<file path="src/rtl/uart_pkg.sv">
// Shared definitions for the buffered UART: data width, the state encoding
// used by both the transmit shifter and the receiver, and the bit-counter width.
package uart_pkg;

  localparam int UART_DATA_BITS = 8;
  localparam int BIT_CNT_W      = $clog2(UART_DATA_BITS);

  typedef enum logic [1:0] {
    IDLE  = 2'd0,
    START = 2'd1,
    DATA  = 2'd2,
    STOP  = 2'd3
  } uart_state_e;

endpackage

</file>
<file path="src/rtl/uart_sync_fifo.sv">
// Synchronous show-ahead FIFO.
// Ports:
//   clk   - clock, rising edge
//   rst   - asynchronous active-low reset (pointers and count only)
//   push  - write din at tail; ignored when full
//   pop   - drop head; ignored when empty
//   din   - write data
//   dout  - head entry, valid whenever empty is low
//   full  - 2**DEPTH_LOG2 entries stored
//   empty - no entries stored
module uart_sync_fifo #(
  parameter int WIDTH      = 8,
  parameter int DEPTH_LOG2 = 4
) (
  input  logic             clk,
  input  logic             rst,
  input  logic             push,
  input  logic             pop,
  input  logic [WIDTH-1:0] din,
  output logic [WIDTH-1:0] dout,
  output logic             full,
  output logic             empty
);

  localparam int DEPTH = 2 ** DEPTH_LOG2;

  logic [WIDTH-1:0]      mem_q [DEPTH];
  logic [DEPTH_LOG2-1:0] wptr_q, wptr_d;
  logic [DEPTH_LOG2-1:0] rptr_q, rptr_d;
  logic [DEPTH_LOG2:0]   count_q, count_d;
  logic                  wr_en, rd_en;

  assign full  = (count_q == (DEPTH_LOG2 + 1)'(DEPTH));
  assign empty = (count_q == '0);
  assign wr_en = push && !full;
  assign rd_en = pop && !empty;
  assign dout  = mem_q[rptr_q];

  always_comb begin
    wptr_d  = wptr_q;
    rptr_d  = rptr_q;
    count_d = count_q;
    if (wr_en) wptr_d = wptr_q + DEPTH_LOG2'(1);
    if (rd_en) rptr_d = rptr_q + DEPTH_LOG2'(1);
    if (wr_en && !rd_en)      count_d = count_q + (DEPTH_LOG2 + 1)'(1);
    else if (rd_en && !wr_en) count_d = count_q - (DEPTH_LOG2 + 1)'(1);
  end

  always_ff @(posedge clk or negedge rst) begin
    if (!rst) begin
      wptr_q  <= '0;
      rptr_q  <= '0;
      count_q <= '0;
    end else begin
      wptr_q  <= wptr_d;
      rptr_q  <= rptr_d;
      count_q <= count_d;
    end
  end

  // Storage needs no reset: count gates every read.
  always_ff @(posedge clk) begin
    if (wr_en) mem_q[wptr_q] <= din;
  end

endmodule

</file>
<file path="src/rtl/uart_tx_fifo.sv">
// Buffered 8N1 UART transmitter with optional buffered receiver.
// Bytes pushed by the bus side queue in a FIFO and are serialised on tx
// (start 0, 8 data bits LSB first, stop 1), frames sent back to back.
// Optional receiver enabled by defining UART_FIFO_RX_EN.
// Ports:
//   clk           - clock, rising edge
//   rst           - asynchronous active-low reset
//   tx_byte       - byte to enqueue
//   transmit      - push strobe, one byte per asserted cycle (dropped when full)
//   tx_fifo_full  - TX FIFO full (registered state)
//   busy          - TX FIFO non-empty or frame in progress
//   tx            - registered serial output, idle high
//   rx            - serial input (UART_FIFO_RX_EN only)
//   rx_fifo_pop   - pop RX FIFO head (UART_FIFO_RX_EN only)
//   rx_fifo_empty - RX FIFO empty (UART_FIFO_RX_EN only)
//   irq           - received data available (UART_FIFO_RX_EN only)
//   rx_byte       - RX FIFO head, show-ahead (UART_FIFO_RX_EN only)
module uart_tx_fifo
  import uart_pkg::*;
#(
  parameter int CLKS_PER_BIT    = 434,
  parameter int FIFO_DEPTH_LOG2 = 4
) (
  input  logic       clk,
  input  logic       rst,
  input  logic [7:0] tx_byte,
  input  logic       transmit,
  output logic       tx_fifo_full,
  output logic       busy,
  output logic       tx
`ifdef UART_FIFO_RX_EN
  ,
  input  logic       rx,
  input  logic       rx_fifo_pop,
  output logic       rx_fifo_empty,
  output logic       irq,
  output logic [7:0] rx_byte
`endif
);

  localparam int                CNT_W    = (CLKS_PER_BIT > 2) ? $clog2(CLKS_PER_BIT) : 1;
  localparam logic [CNT_W-1:0]  BIT_LAST = CNT_W'(CLKS_PER_BIT - 1);
  localparam logic [BIT_CNT_W-1:0] LAST_DATA = BIT_CNT_W'(UART_DATA_BITS - 1);

  logic                 tx_push, tx_pop, tx_empty;
  logic [7:0]           tx_head;
  uart_state_e          state_q, state_d;
  logic [CNT_W-1:0]     cnt_q, cnt_d;
  logic [BIT_CNT_W-1:0] bit_q, bit_d;
  logic [7:0]           shreg_q, shreg_d;
  logic                 tx_q, tx_d;
  logic                 bit_done;

  // Full is the registered state, so a pop on the same edge never admits a push.
  assign tx_push = transmit && !tx_fifo_full;

  uart_sync_fifo #(.WIDTH(8), .DEPTH_LOG2(FIFO_DEPTH_LOG2)) u_tx_fifo (
    .clk   (clk),
    .rst   (rst),
    .push  (tx_push),
    .pop   (tx_pop),
    .din   (tx_byte),
    .dout  (tx_head),
    .full  (tx_fifo_full),
    .empty (tx_empty)
  );

  assign bit_done = (cnt_q == BIT_LAST);
  assign busy     = !tx_empty || (state_q != IDLE);
  assign tx       = tx_q;

  always_comb begin
    state_d = state_q;
    cnt_d   = cnt_q + CNT_W'(1);
    bit_d   = bit_q;
    shreg_d = shreg_q;
    tx_pop  = 1'b0;
    tx_d    = 1'b1;
    case (state_q)
      IDLE: begin
        cnt_d = '0;
        if (!tx_empty) begin
          tx_pop  = 1'b1;
          shreg_d = tx_head;
          state_d = START;
        end
      end
      START: begin
        tx_d = 1'b0;
        if (bit_done) begin
          cnt_d   = '0;
          bit_d   = '0;
          state_d = DATA;
        end
      end
      DATA: begin
        tx_d = shreg_q[0];
        if (bit_done) begin
          cnt_d   = '0;
          shreg_d = {1'b0, shreg_q[7:1]};
          if (bit_q == LAST_DATA) state_d = STOP;
          else                    bit_d   = bit_q + BIT_CNT_W'(1);
        end
      end
      STOP: begin
        if (bit_done) begin
          cnt_d = '0;
          // Chain straight into the next frame: no idle bits between frames.
          if (!tx_empty) begin
            tx_pop  = 1'b1;
            shreg_d = tx_head;
            state_d = START;
          end else begin
            state_d = IDLE;
          end
        end
      end
      default: state_d = IDLE;
    endcase
  end

  // tx is registered from the current state, so the line lags the FSM by one
  // cycle; every bit still lasts exactly CLKS_PER_BIT cycles.
  always_ff @(posedge clk or negedge rst) begin
    if (!rst) begin
      state_q <= IDLE;
      cnt_q   <= '0;
      bit_q   <= '0;
      tx_q    <= 1'b1;
    end else begin
      state_q <= state_d;
      cnt_q   <= cnt_d;
      bit_q   <= bit_d;
      tx_q    <= tx_d;
    end
  end

  always_ff @(posedge clk) begin
    shreg_q <= shreg_d;
  end

`ifdef UART_FIFO_RX_EN
  localparam logic [CNT_W-1:0] RX_HALF = CNT_W'(CLKS_PER_BIT / 2 - 1);

  logic                 rx_meta_q, rx_sync_q;
  uart_state_e          rx_state_q, rx_state_d;
  logic [CNT_W-1:0]     rx_cnt_q, rx_cnt_d;
  logic [BIT_CNT_W-1:0] rx_bit_q, rx_bit_d;
  logic [7:0]           rx_shreg_q, rx_shreg_d;
  logic                 rx_push, rx_bit_done;

  assign rx_bit_done = (rx_cnt_q == BIT_LAST);
  assign irq         = !rx_fifo_empty;

  uart_sync_fifo #(.WIDTH(8), .DEPTH_LOG2(FIFO_DEPTH_LOG2)) u_rx_fifo (
    .clk   (clk),
    .rst   (rst),
    .push  (rx_push),
    .pop   (rx_fifo_pop),
    .din   (rx_shreg_q),
    .dout  (rx_byte),
    .full  (),
    .empty (rx_fifo_empty)
  );

  always_comb begin
    rx_state_d = rx_state_q;
    rx_cnt_d   = rx_cnt_q + CNT_W'(1);
    rx_bit_d   = rx_bit_q;
    rx_shreg_d = rx_shreg_q;
    rx_push    = 1'b0;
    case (rx_state_q)
      IDLE: begin
        rx_cnt_d = '0;
        if (!rx_sync_q) rx_state_d = START;
      end
      START: begin
        // Mid-point re-check: a line already high again was a glitch.
        if (rx_cnt_q == RX_HALF) begin
          rx_cnt_d = '0;
          rx_bit_d = '0;
          rx_state_d = rx_sync_q ? IDLE : DATA;
        end
      end
      DATA: begin
        if (rx_bit_done) begin
          rx_cnt_d   = '0;
          rx_shreg_d = {rx_sync_q, rx_shreg_q[7:1]};
          if (rx_bit_q == LAST_DATA) rx_state_d = STOP;
          else                       rx_bit_d   = rx_bit_q + BIT_CNT_W'(1);
        end
      end
      STOP: begin
        if (rx_bit_done) begin
          rx_cnt_d   = '0;
          rx_state_d = IDLE;
          // Bad stop bit drops the byte; a full FIFO drops it too.
          rx_push    = rx_sync_q;
        end
      end
      default: rx_state_d = IDLE;
    endcase
  end

  always_ff @(posedge clk or negedge rst) begin
    if (!rst) begin
      rx_meta_q  <= 1'b1;
      rx_sync_q  <= 1'b1;
      rx_state_q <= IDLE;
      rx_cnt_q   <= '0;
      rx_bit_q   <= '0;
    end else begin
      rx_meta_q  <= rx;
      rx_sync_q  <= rx_meta_q;
      rx_state_q <= rx_state_d;
      rx_cnt_q   <= rx_cnt_d;
      rx_bit_q   <= rx_bit_d;
    end
  end

  always_ff @(posedge clk) begin
    rx_shreg_q <= rx_shreg_d;
  end
`endif

endmodule

</file>
<file path="config.mk">
export PLATFORM = sky130hd
export DESIGN_NAME = uart_tx_fifo
export DESIGN_NICKNAME = d
export VERILOG_FILES = /design/src/rtl/uart_pkg.sv /design/src/rtl/uart_sync_fifo.sv /design/src/rtl/uart_tx_fifo.sv
export SDC_FILE = /design/constraint.sdc
export NUM_CORES = 1
export LEC_CHECK = 0
export ABC_AREA = 1
export BUFFER_PORTS_ARGS = -buffer_cell sky130_fd_sc_hd__buf_2
export CAP_MARGIN = 20
export CORE_UTILIZATION = 40
export DETAILED_ROUTE_END_ITERATION = 10
export SLEW_MARGIN = 20
export SYNTH_ARGS = -nofsm -noshare
export SYNTH_HDL_FRONTEND = slang
export SYNTH_SLANG_ARGS = --single-unit
</file>
<file path="constraint.sdc">
create_clock -name clk -period 2.6 [get_ports clk]
set_input_delay 0.52 -clock clk [delete_from_list [all_inputs] [get_ports clk]]
set_output_delay 0.52 -clock clk [all_outputs]
set_load 0.05 [all_outputs]
</file>
==> qor.yml <==
path_clk_slew_ps: 60
r2r_cells: 16
slew_headroom_pct: 41.1
start_util_pct: 41.2
htreeDepth: 4
nNetsFinal: 822
synth_nets: 782
synth_edf_count: 136
leakagePower_nw: 3.76
synthArstFlopShare_pct: 17.1
path_cells: "inv_1 -> ha_2 -> inv_1 -> a21oi_2 -> nand2_1 -> inv_1 -> nand2_2 -> ha_1 -> inv_2 -> ha_1 -> a21oi_2 -> o21ai_1 -> a21oi_1 -> o21ai_0 -> nand2_1 -> nand2_1"
first_global_vias: 4909
synth_area_leader_cell: "edfxtp_1"
min_period_over_period_pct: 92.4
cp.arrival_ps: 2720
coreArea_um2: 18200
grt_max_degree: 67
grt_usage_pct: 18.2
n_fill_cell: 1660
clockRootBuffer: "clkbuf_16"
yosysMostFrequentCell: "nand2_1"
finalHoldViolations: 0
ys_warn_count: 0
ys_seq_area_share_pct: 63.7
setup_slack_ps: 197
crit_type: "reg2reg"
p_per_area_nw_per_um2: 757
holdWs_ps: 134
die_area_um2: 19300
overflow: 0
place.gp.congestion: 0.765
grt_pass1_wl_mm: 26.4
crit_slowest_cell: "dfrtp_1"
clock_latency_ps: 430
avgRoutedWirePerCell_um: 16.2
diodes: 0
syn_inst: 750
antenna_found_initial: 0
place_inst: 996
dieHeight_um: 139
ir_drop_v: 0.000477
slowest_delay_ps: 400
cts_tree: "yes"
postRouteAntennaNets: 0
netlist_top_cells_area: "edfxtp_1 (54%), nand2_1 (12%), dfrtp_1 (9.0%), nand3_1 (6.7%), inv_1 (5.7%)"
vias: 5008
syn-cell-area_um2: 7510
cts_buffers: 17
cts.sinks: 164
endpoint_kind: "register"
first_pass_iters: 6
crit_fanout: 4
synth_top_area_share_pct: 54.4
finalSetupTns_ps: 0
die_x_um: 139
cp-start-kind: "register"
num_rows: 49
routed_wl_mm: 16.7
fin_crit_ps: 2400
avgSynthCellArea_um2: 10.0
io_pins: 14
maxCapViolCount: 0
io_buffers: 13
skew_ps: 7.38
pre_cts_slack_ps: 15.2
synth-seq-cells: 164
hp-class: "in2async"
drt_iter0_markers: 404
synthTopCellsByCount: "nand2_1 (231), edfxtp_1 (136), inv_1 (114)"
synth-main-ff-cell: "edfxtp_1"
drive_above_1_share_pct: 11.6
synth.distinct_cells: 30
vias_per_cell: 4.86
clockBufferDepth: 2
drc: 0
worstMarginPinSlew_ps: 880
maxSlewViolCount: 0
finalSetupViolations: 0
outcome: "finished, final reports clean"
fmax_mhz: 416
critPathRequiredTime_ps: 2920
dpl.hpwl_mm: 10.5
syn2layout_area_growth_pct: 13.9
fin_cells: 1031
-- flip-flops by register name, indices dropped and copies added (netlist names) --
| name | cells |
|---|---|
| u_tx_fifo.mem_q | 128 |
| cnt_q | 9 |
| shreg_q | 8 |
| u_tx_fifo.count_q | 5 |
| u_tx_fifo.rptr_q | 4 |
| u_tx_fifo.wptr_q | 4 |
| bit_q | 3 |
| state_q | 2 |
| tx | 1 |
-- critical path, delay by kind of cell (launching register included) --
| family | cells | cell delay [ps] |
|---|---|---|
| AND/OR/NAND/NOR | 4 | 220 |
| buffers and inverters | 4 | 340 |
| adder cells (fa/ha/maj) | 3 | 690 |
| flip-flops | 1 | 400 |
| AO/OA/AOI/OAI | 5 | 640 |
-- layout by cell type (no fill, tap or decap), types with 5 or more instances in the layout --
| cell | Yosys | final |
|---|---|---|
| nand2_1 | 231 | 231 |
| edfxtp_1 | 136 | 136 |
| inv_1 | 114 | 112 |
| nand3_1 | 101 | 101 |
| buf_4 | 6 | 34 |
| dfrtp_1 | 27 | 26 |
| nor2_1 | 25 | 24 |
| ha_1 | 20 | 19 |
| clkbuf_16 | 0 | 17 |
| nor3_1 | 16 | 16 |
| buf_2 | 14 | 13 |
| o21ai_0 | 11 | 10 |
| xor2_1 | 10 | 10 |
| inv_2 | 4 | 6 |
| a21oi_1 | 7 | 5 |
-- kinds of logic (layout without fill, tap and decap cells) --
| kind of cell | after synthesis | in the layout | share of synthesized area (%) |
|---|---|---|---|
| AND/OR/NAND/NOR | 384 | 384 | 21.7 |
| flip-flops | 164 | 164 | 63.7 |
| buffers and inverters | 146 | 198 | 7.93 |
| AO/OA/AOI/OAI | 23 | 23 | 1.67 |
| adder cells (fa/ha/maj) | 21 | 21 | 3.60 |
| XOR/XNOR | 12 | 12 | 1.40 |
-- per-stage QoR --
stage                     util [%]  power, mW  instance area (um2)
after global placement        43.7       4.10                 7960
after CTS                     46.7       6.48                 8510
final                         47.0       6.47                 8550
after global routing          47.0       6.76                 8550
after floorplan                  -       3.82                 7510
after detailed placement      43.7       4.11                 7960
-- report_power, final --
group          switching [mW]  total, mW  internal (mW)
combinational           0.579      0.874          0.295
clock                    1.05       2.38           1.32
sequential              0.105       3.22           3.12
total                    1.74       6.47           4.74
-- final cells by class --
class	instances	area (um2)	area share (%)
sequential	164	4790	56.0
multi-input combinational	440	2140	25.0
inverter	119	447	5.22
clock buffer	17	425	4.97
timing repair buffer	48	340	3.98
tap	229	287	3.35
clock inverter	14	128	1.49
-- per-layer routing --
layer | track usage (%) | vias up | routed length (um)
li1 | - | 2513 | -
met1 | 24.7 | 2379 | 7850
met2 | 29.2 | 96 | 7910
met3 | 2.69 | 20 | 644
met4 | 7.66 | 0 | 281
met5 | 0 | - | 0
-- worst paths after layout --
check / startpoint / to / slack [ps]
setup / recovery: state_q[1] / u_tx_fifo.count_q[4] / 200
hold / removal: rst / u_tx_fifo.rptr_q[1] / 130
setup reg to reg: state_q[1] / u_tx_fifo.count_q[4] / 200
hold reg to reg: shreg_q[0] / tx / 470
max in group asynchronous: rst / u_tx_fifo.rptr_q[0] / 1990
min in group clk: shreg_q[0] / tx / 470
-- timing repair --
item / 4_1_cts / 5_1_grt
endpoints found under the hold margin: 0 / 0
setup endpoints to repair: 1 / 1
gates resized for setup: 1 / 6
setup buffers: 0 / 4
pin swaps: 0 / 1
hold buffers: 0 / 0
Note: power is estimated with default switching activity, not from simulation.
